`config.mk`:
```
export PLATFORM = sky130hd
export DESIGN_NAME = fr_adder_arbiter
export DESIGN_NICKNAME = d
export VERILOG_FILES = /design/src/rtl/fr_mac_pkg.sv /design/src/rtl/fr_rsp_fifo.sv /design/src/rtl/fr_adder_arbiter.sv
export SDC_FILE = /design/constraint.sdc
export NUM_CORES = 1
export LEC_CHECK = 0
export CAP_MARGIN = 5
export CORE_UTILIZATION = 44
export CTS_CLUSTER_DIAMETER = 40
export CTS_CLUSTER_SIZE = 40
export DETAILED_ROUTE_END_ITERATION = 10
export PLACE_DENSITY = 0.84
export SYNTH_ARGS = -nofsm -noshare
export SYNTH_HDL_FRONTEND = slang
export SYNTH_SLANG_ARGS = --single-unit
```
`constraint.sdc`:
```
create_clock -name clock -period 2.35 [get_ports clock]
set_input_delay 0.3525 -clock clock [delete_from_list [all_inputs] [get_ports clock]]
set_output_delay 0.3525 -clock clock [all_outputs]
set_load 0.05 [all_outputs]
```
`src/rtl/fr_mac_pkg.sv`:
```
// Shared types and widths for the floating MAC fraction datapath.
package fr_mac_pkg;
    localparam int FRAC_W = 24;
    localparam int SUM_W  = 25;

    typedef struct packed {
        logic [SUM_W-1:0] sum;
        logic             sign;
    } rsp_t;
endpackage

```
`src/rtl/fr_rsp_fifo.sv`:
```
// Per-requester response FIFO. Push and pop may coincide at any fill level;
// an empty FIFO never bypasses, so a pushed entry is visible the next cycle.
module fr_rsp_fifo
    import fr_mac_pkg::*;
#(
    parameter int DEPTH = 2,
    localparam int CW = $clog2(DEPTH + 1),
    localparam int PW = (DEPTH > 1) ? $clog2(DEPTH) : 1
) (
    input  logic          clock,
    input  logic          resetn,
    input  logic          push,
    input  rsp_t          push_data,
    input  logic          pop,
    output rsp_t          head,
    output logic [CW-1:0] count
);
    rsp_t          mem [DEPTH];
    logic [PW-1:0] rd_ptr;
    logic [PW-1:0] wr_ptr;

    function automatic logic [PW-1:0] next_ptr(input logic [PW-1:0] p);
        return (p == PW'(DEPTH - 1)) ? '0 : p + 1'b1;
    endfunction

    always_ff @(posedge clock or negedge resetn) begin
        if (!resetn) begin
            rd_ptr <= '0;
            wr_ptr <= '0;
            count  <= '0;
            for (int k = 0; k < DEPTH; k++) mem[k] <= '0;
        end else begin
            if (push) begin
                mem[wr_ptr] <= push_data;
                wr_ptr      <= next_ptr(wr_ptr);
            end
            if (pop) rd_ptr <= next_ptr(rd_ptr);
            case ({push, pop})
                2'b10:   count <= count + 1'b1;
                2'b01:   count <= count - 1'b1;
                default: count <= count;
            endcase
        end
    end

    assign head = mem[rd_ptr];

    // Credits make an unfreed push into a full FIFO unreachable.
    assert property (@(posedge clock) disable iff (!resetn)
        !(push && !pop && count == CW'(DEPTH)));
    assert property (@(posedge clock) disable iff (!resetn)
        !(pop && count == '0));
endmodule

```
`src/rtl/fr_adder_arbiter.sv`:
```
// Round-robin, credit-gated sharing of one fixed-latency fraction adder among
// NUM_REQ requesters; a tag pipe routes each result back to its requester's FIFO.
module fr_adder_arbiter
    import fr_mac_pkg::*;
#(
    parameter int NUM_REQ    = 2,
    parameter int ADDER_LAT  = 3,
    parameter int RESP_DEPTH = 2
) (
    input  logic                      clock,
    input  logic                      resetn,
    input  logic [NUM_REQ-1:0]        req_valid,
    output logic [NUM_REQ-1:0]        req_ready,
    input  logic [NUM_REQ*FRAC_W-1:0] req_a,
    input  logic [NUM_REQ*FRAC_W-1:0] req_b,
    input  logic [NUM_REQ-1:0]        req_sign,
    output logic [FRAC_W-1:0]         add_in1,
    output logic [FRAC_W-1:0]         add_in2,
    output logic                      add_sign_in,
    input  logic [SUM_W-1:0]          add_out_sum,
    input  logic                      add_out_sign,
    output logic [NUM_REQ-1:0]        rsp_valid,
    input  logic [NUM_REQ-1:0]        rsp_ready,
    output logic [NUM_REQ*SUM_W-1:0]  rsp_sum,
    output logic [NUM_REQ-1:0]        rsp_sign,
    output logic                      busy
);
    localparam int IDW = (NUM_REQ > 1) ? $clog2(NUM_REQ) : 1;
    localparam int CW  = $clog2(RESP_DEPTH + 1);

    // Handshakes on both sides transfer exactly on a cycle where valid && ready
    // is sampled high; valid never waits on ready, and ready here never waits on
    // anything but valid, credit and the round-robin pointer.
    logic [IDW-1:0]       rr_ptr;
    logic [IDW-1:0]       winner;
    logic                 grant;
    logic [NUM_REQ-1:0]   eligible;
    logic [CW-1:0]        credit     [NUM_REQ];
    logic [CW-1:0]        fifo_count [NUM_REQ];
    rsp_t                 fifo_head  [NUM_REQ];
    logic [ADDER_LAT-1:0] tag_v;
    logic [IDW-1:0]       tag_id     [ADDER_LAT];
    logic [NUM_REQ-1:0]   push_vec;
    logic [NUM_REQ-1:0]   pop_vec;

    always_comb begin
        grant     = 1'b0;
        winner    = '0;
        req_ready = '0;
        for (int k = 0; k < NUM_REQ; k++) begin
            int j;
            j = int'(rr_ptr) + k;
            if (j >= NUM_REQ) j = j - NUM_REQ;
            if (!grant && eligible[j]) begin
                grant  = 1'b1;
                winner = IDW'(j);
            end
        end
        if (grant) req_ready[winner] = 1'b1;
        add_in1     = grant ? req_a[FRAC_W*int'(winner) +: FRAC_W] : '0;
        add_in2     = grant ? req_b[FRAC_W*int'(winner) +: FRAC_W] : '0;
        add_sign_in = grant ? req_sign[winner] : 1'b0;
    end

    // Tag stage ADDER_LAT-1 lines up with the adder's output for the same op.
    always_ff @(posedge clock or negedge resetn) begin
        if (!resetn) begin
            rr_ptr <= '0;
            tag_v  <= '0;
            for (int s = 0; s < ADDER_LAT; s++) tag_id[s] <= '0;
        end else begin
            if (grant) rr_ptr <= (int'(winner) == NUM_REQ - 1) ? '0 : winner + 1'b1;
            tag_v[0]  <= grant;
            tag_id[0] <= winner;
            for (int s = 1; s < ADDER_LAT; s++) begin
                tag_v[s]  <= tag_v[s-1];
                tag_id[s] <= tag_id[s-1];
            end
        end
    end

    for (genvar i = 0; i < NUM_REQ; i++) begin : g_req
        assign eligible[i]  = req_valid[i] && (credit[i] != '0);
        assign push_vec[i]  = tag_v[ADDER_LAT-1] && (tag_id[ADDER_LAT-1] == IDW'(i));
        assign pop_vec[i]   = rsp_valid[i] && rsp_ready[i];
        assign rsp_valid[i] = (fifo_count[i] != '0);
        assign rsp_sum[SUM_W*i +: SUM_W] = fifo_head[i].sum;
        assign rsp_sign[i]  = fifo_head[i].sign;

        // Credit counts FIFO slots not yet claimed by a queued or in-flight result.
        always_ff @(posedge clock or negedge resetn) begin
            if (!resetn) begin
                credit[i] <= CW'(RESP_DEPTH);
            end else begin
                case ({req_ready[i], pop_vec[i]})
                    2'b10:   credit[i] <= credit[i] - 1'b1;
                    2'b01:   credit[i] <= credit[i] + 1'b1;
                    default: credit[i] <= credit[i];
                endcase
            end
        end

        fr_rsp_fifo #(.DEPTH(RESP_DEPTH)) u_fifo (
            .clock     (clock),
            .resetn    (resetn),
            .push      (push_vec[i]),
            .push_data (rsp_t'({add_out_sum, add_out_sign})),
            .pop       (pop_vec[i]),
            .head      (fifo_head[i]),
            .count     (fifo_count[i])
        );
    end

    assign busy = (|tag_v) || (|rsp_valid);
endmodule

```
---- Word-level counts from Yosys, hierarchy flattened ----
Index checks and enable logic that the tools add are counted.
storage, ports and cells
  bits in registers ....................... 123
  output and inout port bits .............. 106
cells by class
  magnitude comparators ................... 12
  $mul .................................... 1
  shifts and indexed selects .............. 2
  reduce and logical (&&, ||, !) cells .... 22
  eq/ne operators ......................... 8
  mux-type cells .......................... 41
  bitwise operators ....................... 5
  add/sub/neg operators ................... 16
operators with widths
  kind                                                                   count
  26-bit two-way mux                                                     8
  52-bit bitwise mux                                                     2
  32-bit by 3-bit < comparator with 1-bit output, second input constant  2
  32-bit two-way mux                                                     2
  26-bit demux with 1-bit select                                         2
  24-bit two-way mux                                                     2
  48-bit by 32-bit indexed part select with 24-bit output                1
  48-bit by 7-bit indexed part select with 24-bit output                 1
  1-bit two-way mux                                                      19
  2-bit case mux with 2 select lines                                     4
  2-bit nonzero test                                                     8
  2-bit >= comparator, second input constant                             5
  1-bit logical AND                                                      10
  2-bit by 1-bit adder with 2-bit output, second input constant          4
  2-bit by 1-bit == test with 1-bit output, second input constant        4
  2-bit == test, second input constant                                   4
  1-bit NOT with 2-bit output                                            4
  2-bit by 1-bit subtractor with 2-bit output, second input constant     4
  1-bit adder, second input constant                                     5
  2-bit by 1-bit < comparator with 1-bit output, second input constant   2
  2-bit by 1-bit multiplier with 3-bit output, first input constant      1
  3-bit OR reduction                                                     1
  1-bit by 2-bit subtractor with 3-bit output, second input constant     1
  2-bit by 2-bit subtractor with 3-bit output, second input constant     1
  other kinds (10)                                                       10

---- Depth between registers and ports, before layout ----
  depth after elaboration ................. 16
  mapped depth ............................ 8

---- Modules after synthesis ----
From an unflattened synthesis, not the netlist that was laid out.
unflattened totals
  cells, all modules ...................... 403
  area, all modules ....................... 5978.2 um^2
by module, submodules not included
  module                          seq. area each (um^2)  area each (um^2)  cells an instance  instances
  fr_rsp_fifo at g_req[1].u_fifo  1401.3                 2513.7            151                1
  fr_rsp_fifo at g_req[0].u_fifo  1401.3                 2421.1            151                1
  fr_adder_arbiter                277.8                  1043.5            101                1

---- Worst setup path before layout ----
OpenSTA, ideal clock, no wires.
  path type ............................... register -> output
  start ................................... register credit[1] (netlist bit)
  end ..................................... output add_in2[15]
  data arrival time ....................... 1.714 ns
  slack ................................... 0.284 ns
  cell stages (with the launch flop) ...... 5
  path through ............................ dfstp_2 -> o21ai_0 -> a21oi_2 -> buf_2 -> a22o_1
on the way
  word-level cells in the longest chain between the ends .. 12
  elaborated cells between the ends (all ways) .. 17
  classes of those cells .................. 1 x mul; 1 x shift; 11 x mux; 4 x reduce/logical
ends and longest elaborated chain
  element                                                 line                    RTL
  from (decl)                                             fr_adder_arbiter.sv:38  logic [CW-1:0] credit [NUM_REQ];
  from (signal, indexed assignment)                       fr_adder_arbiter.sv:93  credit[i] <= CW'(RESP_DEPTH);
  from (signal, indexed assignment)                       fr_adder_arbiter.sv:96  2'b10: credit[i] <= credit[i] - 1'b1;
  from (signal, indexed assignment)                       fr_adder_arbiter.sv:97  2'b01: credit[i] <= credit[i] + 1'b1;
  2-bit nonzero test *                                    fr_adder_arbiter.sv:83  assign eligible[i] = req_valid[i] && (credit[i] != '0);
  1-bit logical AND *                                     fr_adder_arbiter.sv:83
  1-bit two-way mux (not written as such) (3 in series)   fr_adder_arbiter.sv:54  if (!grant && eligible[j]) begin
  1-bit two-way mux                                       fr_adder_arbiter.sv:54
  1-bit zero test                                         fr_adder_arbiter.sv:54
  1-bit logical AND                                       fr_adder_arbiter.sv:54
  1-bit two-way mux                                       fr_adder_arbiter.sv:54
  2-bit by 1-bit multiplier with 3-bit output             fr_adder_arbiter.sv:61  add_in2 = grant ? req_b[FRAC_W*int'(winner) +: FRAC_W] : '0;
  48-bit by 7-bit indexed part select with 24-bit output  fr_adder_arbiter.sv:61
  24-bit two-way mux *                                    fr_adder_arbiter.sv:61
  to (decl)                                               fr_adder_arbiter.sv:18  output logic [FRAC_W-1:0] add_in2,
Mark *: on every way between the ends. The rest lies on a longest branch, timed or not. The select of a mux whose other input is x is not followed.

---- Worst setup path in the final report ----
  start ................................... register credit[3] (netlist bit)
  end ..................................... output add_in2[14]
The elaborated chain is that of the path after synthesis.

==> PnR_summary.wiki <==
{| class="wikitable"
! Metric !! Value
|-
| Status || finished with violations
|-
| Violations in the final reports || negative hold slack
|-
| Clock slew seen by the registers of the worst setup and hold paths || 0.06 ns
|-
| Average wire per standard cell || 22.2 um
|-
| Clock tree from TritonCTS || done
|-
| CP delay by family, top || flip-flops
|-
| Adder-cell share of the synthesized area || 0.00854
|-
| Most common cell type on the critical path || sky130_fd_sc_hd__buf_12
|-
| Tightest slew margin relative to the limit || 0.334
|-
| Root Buffer || sky130_fd_sc_hd__clkbuf_16
|-
| Worst path max stage delay || 0.57 ns
|-
| Peak VDD IR || between 0.9 and 1 mV
|-
| Largest area contributor in the synthesized netlist || sky130_fd_sc_hd__dfrtp_1
|-
| Area of the core || 0.0128 mm2
|-
| Vias in the first global route || around 4900
|-
| Remaining design rule violation count || 0
|-
| Largest net degree at the start of global routing || 57
|-
| Share of synthesized area spent on multiplexers || 0.312
|-
| Cell types with the highest counts after synthesis || sky130_fd_sc_hd__mux2_2, sky130_fd_sc_hd__dfrtp_1, sky130_fd_sc_hd__a22o_1, sky130_fd_sc_hd__mux2_4, sky130_fd_sc_hd__buf_2
|-
| Post-place setup slack || a little over 0.04 ns
|-
| Proportion of synthesized chip area in sequential cells || 0.525
|-
| All-layer global routing usage || 0.264
|-
| Largest family of logic cells by synthesized area || multiplexers
|-
| Number of synthesized flops with an enable pin || 0
|-
| Clock Skews || approximately 0.0076 ns
|-
| Buffers plus inverters on the worst setup path || 3
|-
| Final setup margin || roughly 0.042 ns
|-
| Total clock buffers created by CTS || 17
|-
| Number of violations of the max-capacitance limit || 0
|-
| Most common cell in the netlist || sky130_fd_sc_hd__mux2_2
|-
| Effective utilization at floorplan || 0.457
|-
| Worst-Margin Slew || about 1.0 ns
|-
| Number of distinct library cell variants in the gate-level netlist after synthesis || 31
|-
| Area taken by flip-flops and latches || around 0.0031 mm2
|-
| Post-synthesis share of cell area spent on and, or, nand and nor gates || 0.0205
|-
| Hold/Removal Path Class || in2async
|-
| Final design instance area without fill || between 0.009 and 0.01 mm2
|-
| Post-synth top area share || 0.516
|-
| Number of nets in the layout || between 700 and 800
|-
| Synthesis-to-layout area growth || 67.8%
|-
| Placed cell count || a little under 800
|-
| Row cnt || 41
|-
| Commonest register cell after synthesis || sky130_fd_sc_hd__dfrtp_1
|-
| Min Tclk post-route || 2.31 ns
|-
| GP Congestion || 0.845
|-
| Layout filler cell count || around 750
|-
| Cell area after synthesis || slightly below 0.006 mm2
|-
| Die span in y || 117 um
|-
| Maximum fanout along the worst path || 13
|-
| Count of endpoints failing hold in the final timing report || 4
|-
| Synthesized-area fraction occupied by ao, oa, aoi and oai cells || 0.0822
|-
| Data arrival, critical path || ~2.0 ns
|-
| Global route total overflow || 0
|-
| Cell-by-cell listing of the critical path || o21a_4 > a21oi_4 > buf_12 > buf_12 > a22o_2 > buf_12
|-
| Skew-Pair Late Insertion Delay || about 0.40 ns
|-
| Seq cells post-synth || ~120
|-
| Width of the die || about 120 um
|-
| Initial antenna violation count || 2
|-
| Vias || between 4000 and 5000
|-
| Type of element launching the critical path || register
|-
| Placed inst area || a little under 0.009 mm2
|-
| Synthesized area divided by synthesized cell count || between 10 and 15 um2
|-
| Share of final-layout standard cells stronger than drive strength 1 || 0.507
|-
| Count of final setup violators || 0
|-
| Critical path data required time || around 2.0 ns
|-
| Hold buffers post-CTS || 0
|-
| Avg Vias per Cell || 5.36
|-
| Buffer depth of the longest clock path || 2
|-
| CTS sink count || between 100 and 150
|-
| Multi-input gate area in the final layout || about 0.0027 mm2
|-
| Max Slew Vio Count || 0
|-
| Largest cells by area after synthesis || sky130_fd_sc_hd__dfrtp_1, sky130_fd_sc_hd__mux2_2, sky130_fd_sc_hd__a22o_1, sky130_fd_sc_hd__mux2_4, sky130_fd_sc_hd__buf_2
|-
| Number of buffers inserted by port buffering || 235
|-
| Sum of routed wire length over all layers || around 19000 um
|-
| Worst Hold Slack || -0.00509 ns
|-
| Yosys synthesis warning count || 0
|-
| First-pass DRT Iterations || 4
|-
| Peak clock frequency supported by timing || about 430 MHz
|-
| Power after layout || between 15 and 20 mW
|-
| Critical-path top delay cell || sky130_fd_sc_hd__dfstp_2
|-
| Die Area || around 0.014 mm2
|-
| Number of standard cells after synthesis || approximately 400
|-
| Period utilisation layout || 0.982
|-
| Global-route wire length before repair || approximately 27000 um
|-
| Standby leakage power || ~4.3 nW
|-
| Number of levels in the clock H-tree || 4
|-
| Number of routed nets with antenna violations || 0
|-
| Cell area power density || around 1800 mW/mm2
|-
| Top-level I/O count || 236
|-
| Placed wire-length estimate || 12700 um
|-
| Fin cells || 839
|-
| Type of element capturing the critical path || output pin
|-
| Post-synthesis net count || about 540
|-
| Async set or reset register ratio after synthesis || 1.00
|-
| Startpoint-to-endpoint class of the critical path || reg2out
|-
| Initial drt markers || ~200
|-
| Synthesized-area fraction occupied by xor and xnor cells || 0.0224
|}
## power breakdown
| part | internal [mW] | switching (mW) | leakage, nW | total, mW |
|---|---|---|---|---|
| combinational | 5.08 | 6.25 | 2.54 | 11.3 |
| sequential | 3.24 | 0.617 | 1.43 | 3.86 |
| clock | 1.93 | 0.894 | 0.316 | 2.82 |
| total | 10.3 | 7.76 | 4.29 | 18.0 |
## path summary, 6_finish.rpt
kind / start / cells past startpoint / end / slack [ns]
worst min register to register: tag_id[2] / 0 / tag_id[1] / 0.35
max in group asynchronous: resetn / 2 / g_req[0].u_fifo.mem[14] / 1.59
worst max register to register: credit[2] / 9 / credit[1] / 0.42
min in group clock: tag_id[2] / 0 / tag_id[1] / 0.35
worst min-delay path: resetn / 1 / g_req[0].u_fifo.mem[35] / -0.005
worst max-delay path: credit[3] / 6 / add_in2[14] / 0.04
## sequential cells by signal, summed over array words and instances (netlist names)
register / count
credit: 4
tag_v: 3
tag_id: 3
rr_ptr: 1
g_req.u_fifo.mem: 104
g_req.u_fifo.rd_ptr: 2
g_req.u_fifo.wr_ptr: 2
g_req.u_fifo.count: 4
## worst register-to-register path, cell delays in order (launching register included)
cell	delay (ns)
sky130_fd_sc_hd__dfrtp_2	0.45
sky130_fd_sc_hd__o21a_4	0.25
sky130_fd_sc_hd__a21oi_4	0.15
sky130_fd_sc_hd__buf_12	0.15
sky130_fd_sc_hd__buf_8	0.18
sky130_fd_sc_hd__inv_1	0.07
sky130_fd_sc_hd__ha_1	0.21
sky130_fd_sc_hd__xor2_1	0.15
sky130_fd_sc_hd__nor2_1	0.11
sky130_fd_sc_hd__xor2_1	0.15
## cell families (layout without fill, tap and decap cells)
group,count (synthesis),count (layout)
xor+xnor,15,15
flops,123,123
buf+inv,28,290
mux,156,156
compound gates,57,57
fa+ha+maj,4,4
other cells,0,2
simple gates,20,20
## through the flow
| step | hold slack (ns) | util | TNS (ns) |
|---|---|---|---|
| after CTS | 0.0170 | 0.746 | -0.118 |
| after global routing | 0.0440 | 0.767 | -0.118 |
| after detailed placement | 0.337 | 0.694 | 0 |
| after global placement | 0.334 | 0.694 | 0 |
| final | -0.00509 | 0.767 | 0 |
| after floorplan | 0.0569 | - | 0 |
## per-layer routing
metal / share of wire / track usage
met4: 0.031 / 0.109
met5: 0 / 0
met3: 0.059 / 0.0846
met2: 0.53 / 0.470
met1: 0.37 / 0.287
## timing repair
action                     4_1_cts  5_1_grt
gates cloned                     0        7
setup endpoints to repair       49       49
resized for setup                5       16
buffers inserted                 0        3
pin swaps                        0        3
## area by class of cell
type,count,area share
Antenna cell,2,0.000509
Timing Repair Buffer,255,0.321
Clock inverter,12,0.0197
Inverter,3,0.00114
Clock buffer,20,0.0464
Multi-Input combinational cell,252,0.276
Tap cell,172,0.0219
Sequential cell,123,0.313
## layout by cell type (no fill, tap or decap), types with 5 or more instances in the layout
master,n
sky130_fd_sc_hd__buf_12,67
sky130_fd_sc_hd__mux2_2,136
sky130_fd_sc_hd__clkdlybuf4s50_1,130
sky130_fd_sc_hd__xnor2_1,7
sky130_fd_sc_hd__bufinv_16,5
sky130_fd_sc_hd__xor2_1,8
sky130_fd_sc_hd__clkbuf_16,21
sky130_fd_sc_hd__buf_4,52
sky130_fd_sc_hd__a22o_1,40
sky130_fd_sc_hd__dfrtp_1,119
sky130_fd_sc_hd__mux2_4,19
sky130_fd_sc_hd__a22o_4,8
Power figures use the tool's default switching activity.
